### src/rtl/sram_arb_2to1_if.sv
// rtl/sram_arb_2to1_if.sv - instruction, data and SRAM bus bundle for the 2:1 SRAM arbiter
interface sram_arb_2to1_if;
  logic        instr_req_i;
  logic        instr_gnt_o;
  logic        instr_rvalid_o;
  logic [31:0] instr_addr_i;
  logic [31:0] instr_rdata_o;
  logic        instr_err_o;

  logic        data_req_i;
  logic        data_gnt_o;
  logic        data_rvalid_o;
  logic        data_we_i;
  logic [3:0]  data_be_i;
  logic [31:0] data_addr_i;
  logic [31:0] data_wdata_i;
  logic [31:0] data_rdata_o;
  logic        data_err_o;

  logic        mem_req_o;
  logic        mem_we_o;
  logic [3:0]  mem_be_o;
  logic [31:0] mem_addr_o;
  logic [31:0] mem_wdata_o;
  logic [31:0] mem_rdata_i;

  // Arbiter side
  modport slave (
    input  instr_req_i, instr_addr_i,
    input  data_req_i, data_we_i, data_be_i, data_addr_i, data_wdata_i,
    input  mem_rdata_i,
    output instr_gnt_o, instr_rvalid_o, instr_rdata_o, instr_err_o,
    output data_gnt_o, data_rvalid_o, data_rdata_o, data_err_o,
    output mem_req_o, mem_we_o, mem_be_o, mem_addr_o, mem_wdata_o
  );

  // Core ports plus SRAM model side
  modport master (
    output instr_req_i, instr_addr_i,
    output data_req_i, data_we_i, data_be_i, data_addr_i, data_wdata_i,
    output mem_rdata_i,
    input  instr_gnt_o, instr_rvalid_o, instr_rdata_o, instr_err_o,
    input  data_gnt_o, data_rvalid_o, data_rdata_o, data_err_o,
    input  mem_req_o, mem_we_o, mem_be_o, mem_addr_o, mem_wdata_o
  );
endinterface

### src/rtl/sram_arb_2to1.sv
// rtl/sram_arb_2to1.sv - 2:1 instr/data SRAM arbiter, one-cycle responses; SRAM_ARB_STARVE_GUARD_EN enables data starvation guard
module sram_arb_2to1 #(
  parameter logic [31:0] MemStart = 32'h0000_0000,
  parameter logic [31:0] MemMask  = 32'h0000_FFFF,
  parameter int unsigned MaxStall = 4
) (
  input  logic            clk_i,
  input  logic            rst_ni,
  sram_arb_2to1_if.slave  bus
);

  localparam logic [1:0] StIdle = 2'd0;
  localparam logic [1:0] StRspI = 2'd1;
  localparam logic [1:0] StRspD = 2'd2;
  localparam logic [3:0] StallMax = MaxStall[3:0];

  logic       instr_in_range;
  logic       data_in_range;
  logic       starve;
  logic       instr_win;
  logic       data_win;
  logic       win_in_range;
  logic       mem_req;
  logic [1:0] state_q;
  logic       err_q;
  logic       we_q;
  logic       instr_rvalid;
  logic       data_rvalid;

  assign instr_in_range = (bus.instr_addr_i & ~MemMask) == MemStart;
  assign data_in_range  = (bus.data_addr_i  & ~MemMask) == MemStart;

`ifdef SRAM_ARB_STARVE_GUARD_EN
  logic [3:0] stall_q;

  assign starve = (stall_q == StallMax) && bus.data_req_i;

  // Count consecutive cycles the data port asks and loses; saturates so the guard stays armed
  always_ff @(posedge clk_i or negedge rst_ni) begin
    if (!rst_ni) begin
      stall_q <= 4'd0;
    end else if (bus.data_req_i && !data_win) begin
      if (stall_q != StallMax) begin
        stall_q <= stall_q + 4'd1;
      end
    end else begin
      stall_q <= 4'd0;
    end
  end
`else
  logic unused_stall_max;

  assign unused_stall_max = ^StallMax;
  assign starve           = 1'b0;
`endif

  // Grants are gated by reset so nothing leaks out while rst_ni is low
  assign instr_win    = rst_ni && bus.instr_req_i && !starve;
  assign data_win     = rst_ni && bus.data_req_i && !instr_win;
  assign win_in_range = instr_win ? instr_in_range : data_in_range;
  assign mem_req      = (instr_win || data_win) && win_in_range;

  assign bus.instr_gnt_o = instr_win;
  assign bus.data_gnt_o  = data_win;

  // SRAM fields are zero unless an in-range access is actually issued
  assign bus.mem_req_o   = mem_req;
  assign bus.mem_we_o    = mem_req && data_win && bus.data_we_i;
  assign bus.mem_be_o    = (mem_req && data_win) ? bus.data_be_i : 4'd0;
  assign bus.mem_wdata_o = (mem_req && data_win) ? bus.data_wdata_i : 32'd0;
  assign bus.mem_addr_o  = !mem_req ? 32'd0 :
                           instr_win ? bus.instr_addr_i : bus.data_addr_i;

  // Response FSM: every grant is answered exactly one cycle later; reset drops a pending answer
  always_ff @(posedge clk_i or negedge rst_ni) begin
    if (!rst_ni) begin
      state_q <= StIdle;
      err_q   <= 1'b0;
      we_q    <= 1'b0;
    end else if (instr_win) begin
      state_q <= StRspI;
      err_q   <= !instr_in_range;
      we_q    <= 1'b0;
    end else if (data_win) begin
      state_q <= StRspD;
      err_q   <= !data_in_range;
      we_q    <= bus.data_we_i;
    end else begin
      state_q <= StIdle;
      err_q   <= 1'b0;
      we_q    <= 1'b0;
    end
  end

  assign instr_rvalid = (state_q == StRspI);
  assign data_rvalid  = (state_q == StRspD);

  assign bus.instr_rvalid_o = instr_rvalid;
  assign bus.instr_err_o    = instr_rvalid && err_q;
  assign bus.instr_rdata_o  = (instr_rvalid && !err_q) ? bus.mem_rdata_i : 32'd0;

  // Stores and errored accesses return zero data; only loads forward the SRAM word
  assign bus.data_rvalid_o  = data_rvalid;
  assign bus.data_err_o     = data_rvalid && err_q;
  assign bus.data_rdata_o   = (data_rvalid && !err_q && !we_q) ? bus.mem_rdata_i : 32'd0;

endmodule

### src/flat_wrapper.sv
// flat-port wrapper written by rule: the top's interface ports become plain ports
module sram_arb_2to1_flat 
#(
  parameter logic [31:0] MemStart = 32'h0000_0000,
  parameter logic [31:0] MemMask  = 32'h0000_FFFF,
  parameter int unsigned MaxStall = 4
)
  (clk_i, rst_ni, bus_instr_req_i, bus_instr_addr_i, bus_data_req_i, bus_data_we_i, bus_data_be_i, bus_data_addr_i, bus_data_wdata_i, bus_mem_rdata_i, bus_instr_gnt_o, bus_instr_rvalid_o, bus_instr_rdata_o, bus_instr_err_o, bus_data_gnt_o, bus_data_rvalid_o, bus_data_rdata_o, bus_data_err_o, bus_mem_req_o, bus_mem_we_o, bus_mem_be_o, bus_mem_addr_o, bus_mem_wdata_o);
  sram_arb_2to1_if bus_i ();
  input  logic clk_i;
  input  logic rst_ni;
  input wire logic [$bits(bus_i.instr_req_i)-1:0] bus_instr_req_i;
  input wire logic [$bits(bus_i.instr_addr_i)-1:0] bus_instr_addr_i;
  input wire logic [$bits(bus_i.data_req_i)-1:0] bus_data_req_i;
  input wire logic [$bits(bus_i.data_we_i)-1:0] bus_data_we_i;
  input wire logic [$bits(bus_i.data_be_i)-1:0] bus_data_be_i;
  input wire logic [$bits(bus_i.data_addr_i)-1:0] bus_data_addr_i;
  input wire logic [$bits(bus_i.data_wdata_i)-1:0] bus_data_wdata_i;
  input wire logic [$bits(bus_i.mem_rdata_i)-1:0] bus_mem_rdata_i;
  output wire logic [$bits(bus_i.instr_gnt_o)-1:0] bus_instr_gnt_o;
  output wire logic [$bits(bus_i.instr_rvalid_o)-1:0] bus_instr_rvalid_o;
  output wire logic [$bits(bus_i.instr_rdata_o)-1:0] bus_instr_rdata_o;
  output wire logic [$bits(bus_i.instr_err_o)-1:0] bus_instr_err_o;
  output wire logic [$bits(bus_i.data_gnt_o)-1:0] bus_data_gnt_o;
  output wire logic [$bits(bus_i.data_rvalid_o)-1:0] bus_data_rvalid_o;
  output wire logic [$bits(bus_i.data_rdata_o)-1:0] bus_data_rdata_o;
  output wire logic [$bits(bus_i.data_err_o)-1:0] bus_data_err_o;
  output wire logic [$bits(bus_i.mem_req_o)-1:0] bus_mem_req_o;
  output wire logic [$bits(bus_i.mem_we_o)-1:0] bus_mem_we_o;
  output wire logic [$bits(bus_i.mem_be_o)-1:0] bus_mem_be_o;
  output wire logic [$bits(bus_i.mem_addr_o)-1:0] bus_mem_addr_o;
  output wire logic [$bits(bus_i.mem_wdata_o)-1:0] bus_mem_wdata_o;
  assign bus_i.instr_req_i = bus_instr_req_i;
  assign bus_i.instr_addr_i = bus_instr_addr_i;
  assign bus_i.data_req_i = bus_data_req_i;
  assign bus_i.data_we_i = bus_data_we_i;
  assign bus_i.data_be_i = bus_data_be_i;
  assign bus_i.data_addr_i = bus_data_addr_i;
  assign bus_i.data_wdata_i = bus_data_wdata_i;
  assign bus_i.mem_rdata_i = bus_mem_rdata_i;
  assign bus_instr_gnt_o = bus_i.instr_gnt_o;
  assign bus_instr_rvalid_o = bus_i.instr_rvalid_o;
  assign bus_instr_rdata_o = bus_i.instr_rdata_o;
  assign bus_instr_err_o = bus_i.instr_err_o;
  assign bus_data_gnt_o = bus_i.data_gnt_o;
  assign bus_data_rvalid_o = bus_i.data_rvalid_o;
  assign bus_data_rdata_o = bus_i.data_rdata_o;
  assign bus_data_err_o = bus_i.data_err_o;
  assign bus_mem_req_o = bus_i.mem_req_o;
  assign bus_mem_we_o = bus_i.mem_we_o;
  assign bus_mem_be_o = bus_i.mem_be_o;
  assign bus_mem_addr_o = bus_i.mem_addr_o;
  assign bus_mem_wdata_o = bus_i.mem_wdata_o;
  sram_arb_2to1 #(.MemStart(MemStart), .MemMask(MemMask), .MaxStall(MaxStall)) u_core (.clk_i(clk_i), .rst_ni(rst_ni), .bus(bus_i));
endmodule
### config.mk
export PLATFORM = sky130hd
export DESIGN_NAME = sram_arb_2to1_flat
export DESIGN_NICKNAME = d
export VERILOG_FILES = /design/src/rtl/sram_arb_2to1_if.sv /design/src/rtl/sram_arb_2to1.sv /design/src/flat_wrapper.sv
export SDC_FILE = /design/constraint.sdc
export NUM_CORES = 1
export LEC_CHECK = 0
export ABC_CLOCK_PERIOD_IN_PS = 1770
export BUFFER_PORTS_ARGS = -buffer_cell sky130_fd_sc_hd__buf_2
export CAP_MARGIN = 20
export CELL_PAD_IN_SITES_DETAIL_PLACEMENT = 1
export CELL_PAD_IN_SITES_GLOBAL_PLACEMENT = 2
export CORE_AREA = 2 2 128 130
export CTS_BUF_LIST = sky130_fd_sc_hd__clkbuf_4 sky130_fd_sc_hd__clkbuf_8
export DETAILED_ROUTE_END_ITERATION = 6
export DIE_AREA = 0 0 130 132
export PLACE_DENSITY_LB_ADDON = 0.1
export SLEW_MARGIN = 20
export SYNTH_ARGS = -nofsm -noshare
export SYNTH_HDL_FRONTEND = slang
export SYNTH_SLANG_ARGS = --single-unit
### constraint.sdc
create_clock -name clk_i -period 1.77 [get_ports clk_i]
set_clock_uncertainty 0.15 [all_clocks]
set_input_delay 0.177 -clock clk_i [delete_from_list [all_inputs] [get_ports clk_i]]
set_output_delay 0.177 -clock clk_i [all_outputs]
set_load 0.02 [all_outputs]
==> impl_metrics.tcl, run 1 <==
set metrics [dict create \
    status "complete, but fails checks" \
    violations "negative setup slack" \
    start_util_pct 10.9 \
    syn_area_um2 1710 \
    wl_per_cell_um 14.4 \
    first_pass_iters 4 \
    final.period_utilization_pct 101 \
    drtIter0Drc 24 \
    die_w_um 130 \
    hold_class "input port to flop" \
    critPathArrivalTime_ns 1.47 \
    antenna_found_initial 0 \
    cp_slowest_cell "nor4_4" \
    grt_overflow_total 0 \
    clkPwrFrac_pct 23.5 \
    die_area_um2 17200 \
    clock-sinks 4 \
    yosys_warnings 0 \
    row_count 46 \
    die_y_um 132 \
    cts_buffers 3 \
    period_minus_slack_ns 1.79 \
    portBuffers 260 \
    cts_buffer_depth 2 \
    required_ns 1.44 \
    critical_path_class "input port to output pin" \
    grt_util_all_layers_pct 10.5 \
    fillers 1944 \
    antenna_cells 0 \
    synth-seq-cells 4 \
    routed_via_density 3.72 \
    path_max_fanout 24 \
    drv_cap 0 \
    p_sw_share_pct 40.6 \
    syn_area_per_cell_um2 6.91 \
    p_seq_share_pct 12.8 \
    clk_pin_slew_ns 0.03 \
    coreArea_um2 15700 \
    p_sw_mw 0.321 \
    grt_pass1_wl_um 14400 \
    p_leak_nw 2.08 \
    crit_buf_inv 3 \
    clock.fmax_mhz 558 \
    wl_um 10400 \
    cp_top_family "simple AND/OR/NAND/NOR gates" \
    final_cells 723 \
    synth.distinct_cells 22 \
    final_cell_mix "buf_2, buf_6, and2_1" \
    postSynthCellCount 248 \
    fin_ws_ns -0.0231 \
    cp-end-kind "output pin" \
    p_int_mw 0.471 \
    clockRootBuffer "clkbuf_8" \
    htreeDepth 1 \
    layout_commonest_cell "buf_2" \
    slew_viol_final 0 \
    antenna_left 0 \
    timing.hold.ws_ns 0.0616 \
    hold_viol 0 \
    detailed_place_hpwl_um 7960 \
    crit_chain "buf_6, nor4_4, nand4_4, clkbuf_16, nor3_2, buf_4" \
    grt_start_max_net_pins 49 \
    setup_viol 46 \
    vias 2693 \
    route.detailed.drc 0 \
    design_area_um2 4110 \
    finalNetCount 646 \
    rsz0062_at_grt "true" \
    slowest_delay_ns 0.33 \
    placed_area_um2 3230 \
    num_io_pins 277 \
    yosysSeqAreaShare_pct 5.84 \
    cts_tree "built" \
    dp.cells 714 \
    p_comb_share_pct 63.7 \
    layout-drive-gt1-share_pct 72.2 \
    fin_util_pct 26.2 \
    vdd_drop_max_mv 0.0908 \
    place.gp.congestion 0.715 \
    start_kind "input port" \
    powerDensity_nw_per_um2 193 \
    syn2layout_area_growth_pct 140 \
    grt_pass1_vias 2756 \
]
-- per-stage QoR --
step                setup TNS (ns)  total power, mW  worst slack, ns
finish                      -0.355            0.792          -0.0231
floorplan                        0            0.332           0.0745
CTS                          -1.98            0.783          -0.0664
global placement                 0            0.539          0.00641
detailed placement          -0.492            0.543          -0.0540
global route                -10.00            0.856           -0.121
-- layer usage --
metal	routed length, um	GRT usage, %	vias up
met5	0	0	-
met4	0	0.896	0
met3	1200	3.81	0
met2	5930	21.8	156
met1	3300	9.74	1251
li1	-	-	1286
-- cells by family after synthesis --
kind of cell / after synthesis / share of synthesized area, %
buffers and inverters: 73 / 22.2
AOI/OAI and AO/OA: 18 / 8.91
and+or+nand+nor: 152 / 62.8
other: 1 / 0.219
DFF: 4 / 5.84
-- cell type report --
class                           instances  area [um2]  area share (%)
Tap cell                              216         270            6.57
Inverter                               38         145            3.53
Multi-Input combinational cell        186        1580            38.5
Timing Repair Buffer                  276        1970            48.0
Sequential cell                         4         100            2.43
Clock buffer                            3        41.3            1.00
-- path summary, 6_finish.rpt --
path	from	to	cells after the start
hold / removal	bus_data_we_i	u_core.we_q$_DFF_PN0_	2
setup / recovery	bus_data_addr_i[23]	bus_mem_wdata_o[9]	6
min in group asynchronous	rst_ni	u_core.state_q[0]$_DFF_PN0_	2
max in group asynchronous	rst_ni	u_core.we_q$_DFF_PN0_	2
-- cells in the mapped netlist --
master	number	area share, %
o22ai_1	11	4.0
buf_2	7	2.0
nand3b_1	1	0.44
nor2b_1	4	1.5
a22o_1	1	0.51
and2_1	67	24
nor4_1	4	1.5
conb_1	1	0.22
buf_4	16	7.0
o22ai_2	6	4.4
nor3_2	36	21
inv_1	36	7.9
nor4_2	4	2.9
nor3b_2	1	0.73
buf_6	5	3.3
nand4_2	1	0.73
nand4_4	1	1.2
clkbuf_1	7	1.5
nand2_1	17	3.7
nand3_1	16	4.7
inv_2	2	0.44
dfrtp_1	4	5.8
-- what timing repair did --
action,4_1_cts,5_1_grt
hold endpoints to repair,4,0
gates resized for setup,83,125
buffers inserted,3,0
cloned,1,3
pin swaps,1,20
endpoints found under the setup margin,68,80
hold buffers,1,0
-- power by group through the flow --
stage / Clock (mW) / Sequential (mW) / Combinational (mW)
final: 0.186 / 0.102 / 0.504
after global routing: 0.200 / 0.103 / 0.553
after CTS: 0.193 / 0.102 / 0.488
after detailed placement: 0 / 0.101 / 0.442
after global placement: 0 / 0.101 / 0.438
after floorplan: 0 / 0.100 / 0.232
-- state kept, by name, indices dropped and copies added (netlist names) --
register / flops
u_core.state_q: 2
u_core.err_q: 1
u_core.we_q: 1
Note: power is estimated with default switching activity, not from simulation.
==> run 2, diff against run 1 <==
--- a/config.mk
+++ b/config.mk
@@ -11,10 +11,11 @@
 export CELL_PAD_IN_SITES_DETAIL_PLACEMENT = 1
 export CELL_PAD_IN_SITES_GLOBAL_PLACEMENT = 2
 export CORE_AREA = 2 2 128 130
-export CTS_BUF_LIST = sky130_fd_sc_hd__clkbuf_4 sky130_fd_sc_hd__clkbuf_8
+export CTS_BUF_LIST = sky130_fd_sc_hd__clkbuf_8
 export DETAILED_ROUTE_END_ITERATION = 6
 export DIE_AREA = 0 0 130 132
 export PLACE_DENSITY_LB_ADDON = 0.1
+export REMOVE_ABC_BUFFERS = 1
 export SLEW_MARGIN = 20
 export SYNTH_ARGS = -nofsm -noshare
 export SYNTH_HDL_FRONTEND = slang
==> run 2 against run 1 <==
Effect of this change:
- the flow still finishes with violations (negative setup slack)
- setup slack worse by 0.019 ns
- fmax down 1.1%
- flip-flop and latch count unchanged
- sequential share of layout area up 0.22 points
- sequential power about the same
- clock-buffer cell count unchanged
- largest cell class unchanged
- clock power up 3%
==> impl_metrics.tcl, run 2 (same netlist as run 1, synthesis figures left out) <==
set metrics [dict create \
    status "complete, but fails checks" \
    violations "negative setup slack" \
    critPathArrivalTime_ns 1.49 \
    slew_headroom_pct 62.9 \
    timing.hold.ws_ns 0.0366 \
    grt_start_max_net_pins 44 \
    wl_per_cell_um 14.1 \
    totalPowerFinal_mw 0.796 \
    final_cells 727 \
    critical_path_class "flop to output pin" \
    clockRootBuffer "clkbuf_8" \
    die_w_um 130 \
    final_cell_mix "buf_2, and2_1, buf_6" \
    regMostFlops "u_core.state_q" \
    hold_viol 0 \
    die_y_um 132 \
    layout-drive-gt1-share_pct 71.1 \
    rsz0062_at_grt "true" \
    syn2layout_area_growth_pct 120 \
    worst_pin_slew_ns 0.557 \
    vias 2651 \
    start_util_pct 10.9 \
    grt_pass1_vias 2856 \
    slew_viol_final 0 \
    drv_cap 0 \
    clk_pin_slew_ns 0.03 \
    hold_class "input port to flop" \
    cts_buffer_depth 2 \
    start_kind "flop" \
    cts_tree "built" \
    num_io_pins 277 \
    setup_viol 21 \
    clock-sinks 4 \
    routed_via_density 3.65 \
    cp-end-kind "output pin" \
    vdd_drop_max_mv 0.127 \
    first_pass_iters 4 \
    die_area_um2 17200 \
    antenna_left 0 \
    wl_um 10200 \
    row_count 46 \
    period_minus_slack_ns 1.81 \
    cts_buffers 3 \
    grt_pass1_wl_um 15100 \
    layout_commonest_cell "buf_2" \
    coreArea_um2 15700 \
    powerDensity_nw_per_um2 211 \
    fin_util_pct 24.0 \
    detailed_place_hpwl_um 8190 \
    dp.cells 716 \
    largest_reg_flops 2 \
    antenna_found_initial 3 \
    fin_ws_ns -0.0424 \
    drtIter0Drc 46 \
    finalNetCount 648 \
    grt_overflow_total 0 \
    grt_util_all_layers_pct 11.0 \
    clock.fmax_mhz 552 \
    place.gp.congestion 0.687 \
    portBuffers 260 \
    top_regs "u_core.state_q x2, u_core.err_q x1, u_core.we_q x1" \
    p_leak_nw 2.05 \
    path_max_fanout 8 \
    final.period_utilization_pct 102 \
    route.detailed.drc 0 \
    htreeDepth 1 \
    required_ns 1.44 \
]
run 2: cell count changes in the layout (fill, tap and decap cells not counted), sizes merged:
| cell | previous run | this run |
|---|---|---|
| clkbuf | 7 | 4 |
| buf | 271 | 276 |
| diode | 0 | 2 |
run 2: cell type report:
cell class                      count  area (um2)
Fill cell                        1972       11900
Timing Repair Buffer              278        1780
Multi-Input combinational cell    186        1430
Tap cell                          216         270
Inverter                           38         143
Sequential cell                     4         100
Clock buffer                        3        41.3
Antenna cell                        2        5.00
run 2: metrics by stage:
step           worst slack, ns  TNS [ns]  instance area, um2
6_report               -0.0424    -0.476                3770
5_1_grt                 -0.126     -6.07                3770
4_1_cts                -0.0804     -2.16                3500
3_5_place_dp          -0.00219  -0.00219                3270
3_3_place_gp            0.0120         0                3270
2_1_floorplan            -1.23    -72.41                1530
run 2: power by group:
group          internal [mW]  switching [mW]  total (mW)
Combinational          0.234           0.269       0.503
Sequential            0.0964         0.00478       0.101
Clock                  0.145          0.0467       0.192
Total                  0.475           0.321       0.796
run 2: layer usage:
metal  global-route usage (%)  vias to the layer above  wire length, um
met2                     22.5                      165             5600
met1                     10.5                     1185             3540
met3                     3.33                        6             1010
li1                         -                     1293                -
met5                        0                        -               16
met4                     2.39                        2               71
run 2: path summary, 6_finish.rpt:
path                       slack [ns]                     endpoint  cells past startpoint                        start
max in group asynchronous        1.11  u_core.state_q[0]$_DFF_PN0_                      3                       rst_ni
setup / recovery                -0.04         bus_data_rdata_o[16]                      6  u_core.state_q[0]$_DFF_PN0_
hold / removal                   0.04        u_core.we_q$_DFF_PN0_                      2                bus_data_we_i
min in group asynchronous        0.26        u_core.we_q$_DFF_PN0_                      3                       rst_ni
run 2: critical path, cell delays in order (launching register included):
cell	delay [ns]
dfrtp_1	0.39
nor2b_4	0.12
nor3b_4	0.22
buf_6	0.15
clkbuf_16	0.15
and2_4	0.13
buf_6	0.11
run 2: timing repair:
| action | in CTS | in global routing |
|---|---|---|
| gates resized for setup | 42 | 78 |
| endpoints found under the hold margin | 4 | 0 |
| hold buffers | 1 | 0 |
| endpoints found under the setup margin | 69 | 89 |
| pin swaps | 0 | 16 |
| gates cloned | 1 | 1 |
| setup buffers | 2 | 2 |
==> run 3, diff against run 2 <==
--- a/config.mk
+++ b/config.mk
@@ -10,10 +10,10 @@
 export CAP_MARGIN = 20
 export CELL_PAD_IN_SITES_DETAIL_PLACEMENT = 1
 export CELL_PAD_IN_SITES_GLOBAL_PLACEMENT = 2
-export CORE_AREA = 2 2 128 130
+export CORE_AREA = 2 2 109 153
 export CTS_BUF_LIST = sky130_fd_sc_hd__clkbuf_8
 export DETAILED_ROUTE_END_ITERATION = 6
-export DIE_AREA = 0 0 130 132
+export DIE_AREA = 0 0 111 155
 export PLACE_DENSITY_LB_ADDON = 0.1
 export REMOVE_ABC_BUFFERS = 1
 export SLEW_MARGIN = 20
==> run 3 against run 2 <==
Effect of this change:
- the run still ends with negative setup slack left
- largest power group unchanged
- utilization increased by 3.0 points
- wire length decreased by 2.6%
- worst hold slack improved by 0.045 ns
- final cell count decreased by 1.8%
- sequential share of layout area decreased by 0.32 points
- sequential power about the same
- via count increased by 1.7%
- fmax increased by 0.14%
==> impl_metrics.tcl, run 3 (same netlist as run 1, synthesis figures left out) <==
set metrics [dict create \
    status "complete, but fails checks" \
    violations "negative setup slack" \
    top_regs "u_core.state_q x2, u_core.err_q x1, u_core.we_q x1" \
    hold_path_startpoint "bus_data_we_i" \
    die_y_um 155 \
    grt_start_max_net_pins 38 \
    critPathLaunch "bus_data_addr_i[25]" \
    slowest_delay_ns 0.33 \
    final.period_utilization_pct 102 \
    wl_per_cell_um 14.0 \
    clk_pin_slew_ns 0.03 \
    layout_commonest_cell "buf_2" \
    slew_viol_final 0 \
    antenna_left 0 \
    required_ns 1.44 \
    p_leak_nw 2.27 \
    cts_buffer_depth 2 \
    grt_overflow_total 0 \
    powerDensity_nw_per_um2 184 \
    setup_viol 23 \
    hold_class "input port to flop" \
    dpl_worst_slack_ns -0.0294 \
    dp.cells 700 \
    cts_buffers 3 \
    worst_pin_slew_ns 0.654 \
    coreArea_um2 15900 \
    period_minus_slack_ns 1.81 \
    route.detailed.drc 0 \
    regMostFlops "u_core.state_q" \
    layout-drive-gt1-share_pct 69.8 \
    die_area_um2 17200 \
    rsz0062_at_grt "true" \
    final_cells 714 \
    clock-sinks 4 \
    num_io_pins 277 \
    wl_um 9970 \
    finalNetCount 653 \
    placed_area_um2 3240 \
    start_kind "input port" \
    cp_slowest_cell "nor4_4" \
    design_area_um2 4300 \
    clockRootBuffer "clkbuf_8" \
    largest_reg_flops 2 \
    fin_ws_ns -0.0400 \
    die_w_um 111 \
    grt_util_all_layers_pct 9.96 \
    portBuffers 260 \
    start_util_pct 10.8 \
    critPathArrivalTime_ns 1.48 \
    grt_pass1_wl_um 14100 \
    cts_tree "built" \
    detailed_place_hpwl_um 7730 \
    critical_path_class "input port to output pin" \
    drv_cap 0 \
    slew_headroom_pct 56.4 \
    htreeDepth 1 \
    cp_common_cell "buf_6" \
    antenna_found_initial 0 \
    cp-end-kind "output pin" \
    final_cell_mix "buf_2, buf_6, and2_1" \
    routed_via_density 3.78 \
    vias 2697 \
    fin_util_pct 27.0 \
    crit_chain "buf_2, nor4_4, nand4_4, clkbuf_16, buf_6, o22ai_2, buf_6" \
    path_max_fanout 5 \
    grt_pass1_vias 2745 \
    vdd_drop_max_mv 0.129 \
    syn2layout_area_growth_pct 151 \
    row_count 55 \
    clock.fmax_mhz 552 \
    drtIter0Drc 47 \
    hold_viol 0 \
    place.gp.congestion 0.742 \
    first_pass_iters 3 \
]
==> run 3: final cells by class <==
class	instances	area, um2
Inverter	38	143
Timing Repair Buffer	283	2140
Antenna cell	1	2.50
Tap cell	199	249
Multi-Input combinational cell	186	1620
Sequential cell	4	100
Fill cell	1940	11600
Clock buffer	3	41.3
==> run 3: metal layers <==
layer	up-vias	GRT usage (%)	part of all wire (%)
met2	186	19.5	54
met3	2	4.71	13
met5	-	0	0
met1	1200	9.92	33
met4	0	0.714	0.40
li1	1309	-	-
==> run 3: path summary, 6_finish.rpt <==
check,end,cells past startpoint
max in group asynchronous,u_core.we_q$_DFF_PN0_,2
max,bus_mem_addr_o[5],7
min in group asynchronous,u_core.state_q[0]$_DFF_PN0_,2
min,u_core.we_q$_DFF_PN0_,2
==> run 3: repair_timing <==
action,in CTS,in global routing
resized for setup,46,184
pin swaps,0,13
hold buffers,1,0
hold endpoints to repair,4,0
gates cloned,1,5
setup buffers,2,2
endpoints found under the setup margin,82,114
==> run 3: per-stage QoR <==
step | total power [mW] | setup TNS [ns] | hold slack (ns)
after global placement | 0.538 | -0.0666 | -0.145
after detailed placement | 0.541 | -0.240 | -0.140
after floorplan | 0.296 | -72.41 | -0.269
after global routing | 0.854 | -7.52 | 0.104
final | 0.792 | -0.499 | 0.0814
after CTS | 0.764 | -2.44 | 0.0883
==> run 3: where the power goes <==
group | leakage, nW | switching (mW) | total [mW] | internal (mW)
sequential | 0.0525 | 0.00440 | 0.101 | 0.0965
combinational | 2.20 | 0.281 | 0.505 | 0.224
clock | 0.0216 | 0.0412 | 0.186 | 0.144
==> run 3: critical path: cells and delay by family <==
| kind | cells | cell delay (ns) |
|---|---|---|
| buffers and inverters | 4 | 0.60 |
| AOI/OAI and AO/OA | 1 | 0.19 |
| and+or+nand+nor | 2 | 0.51 |
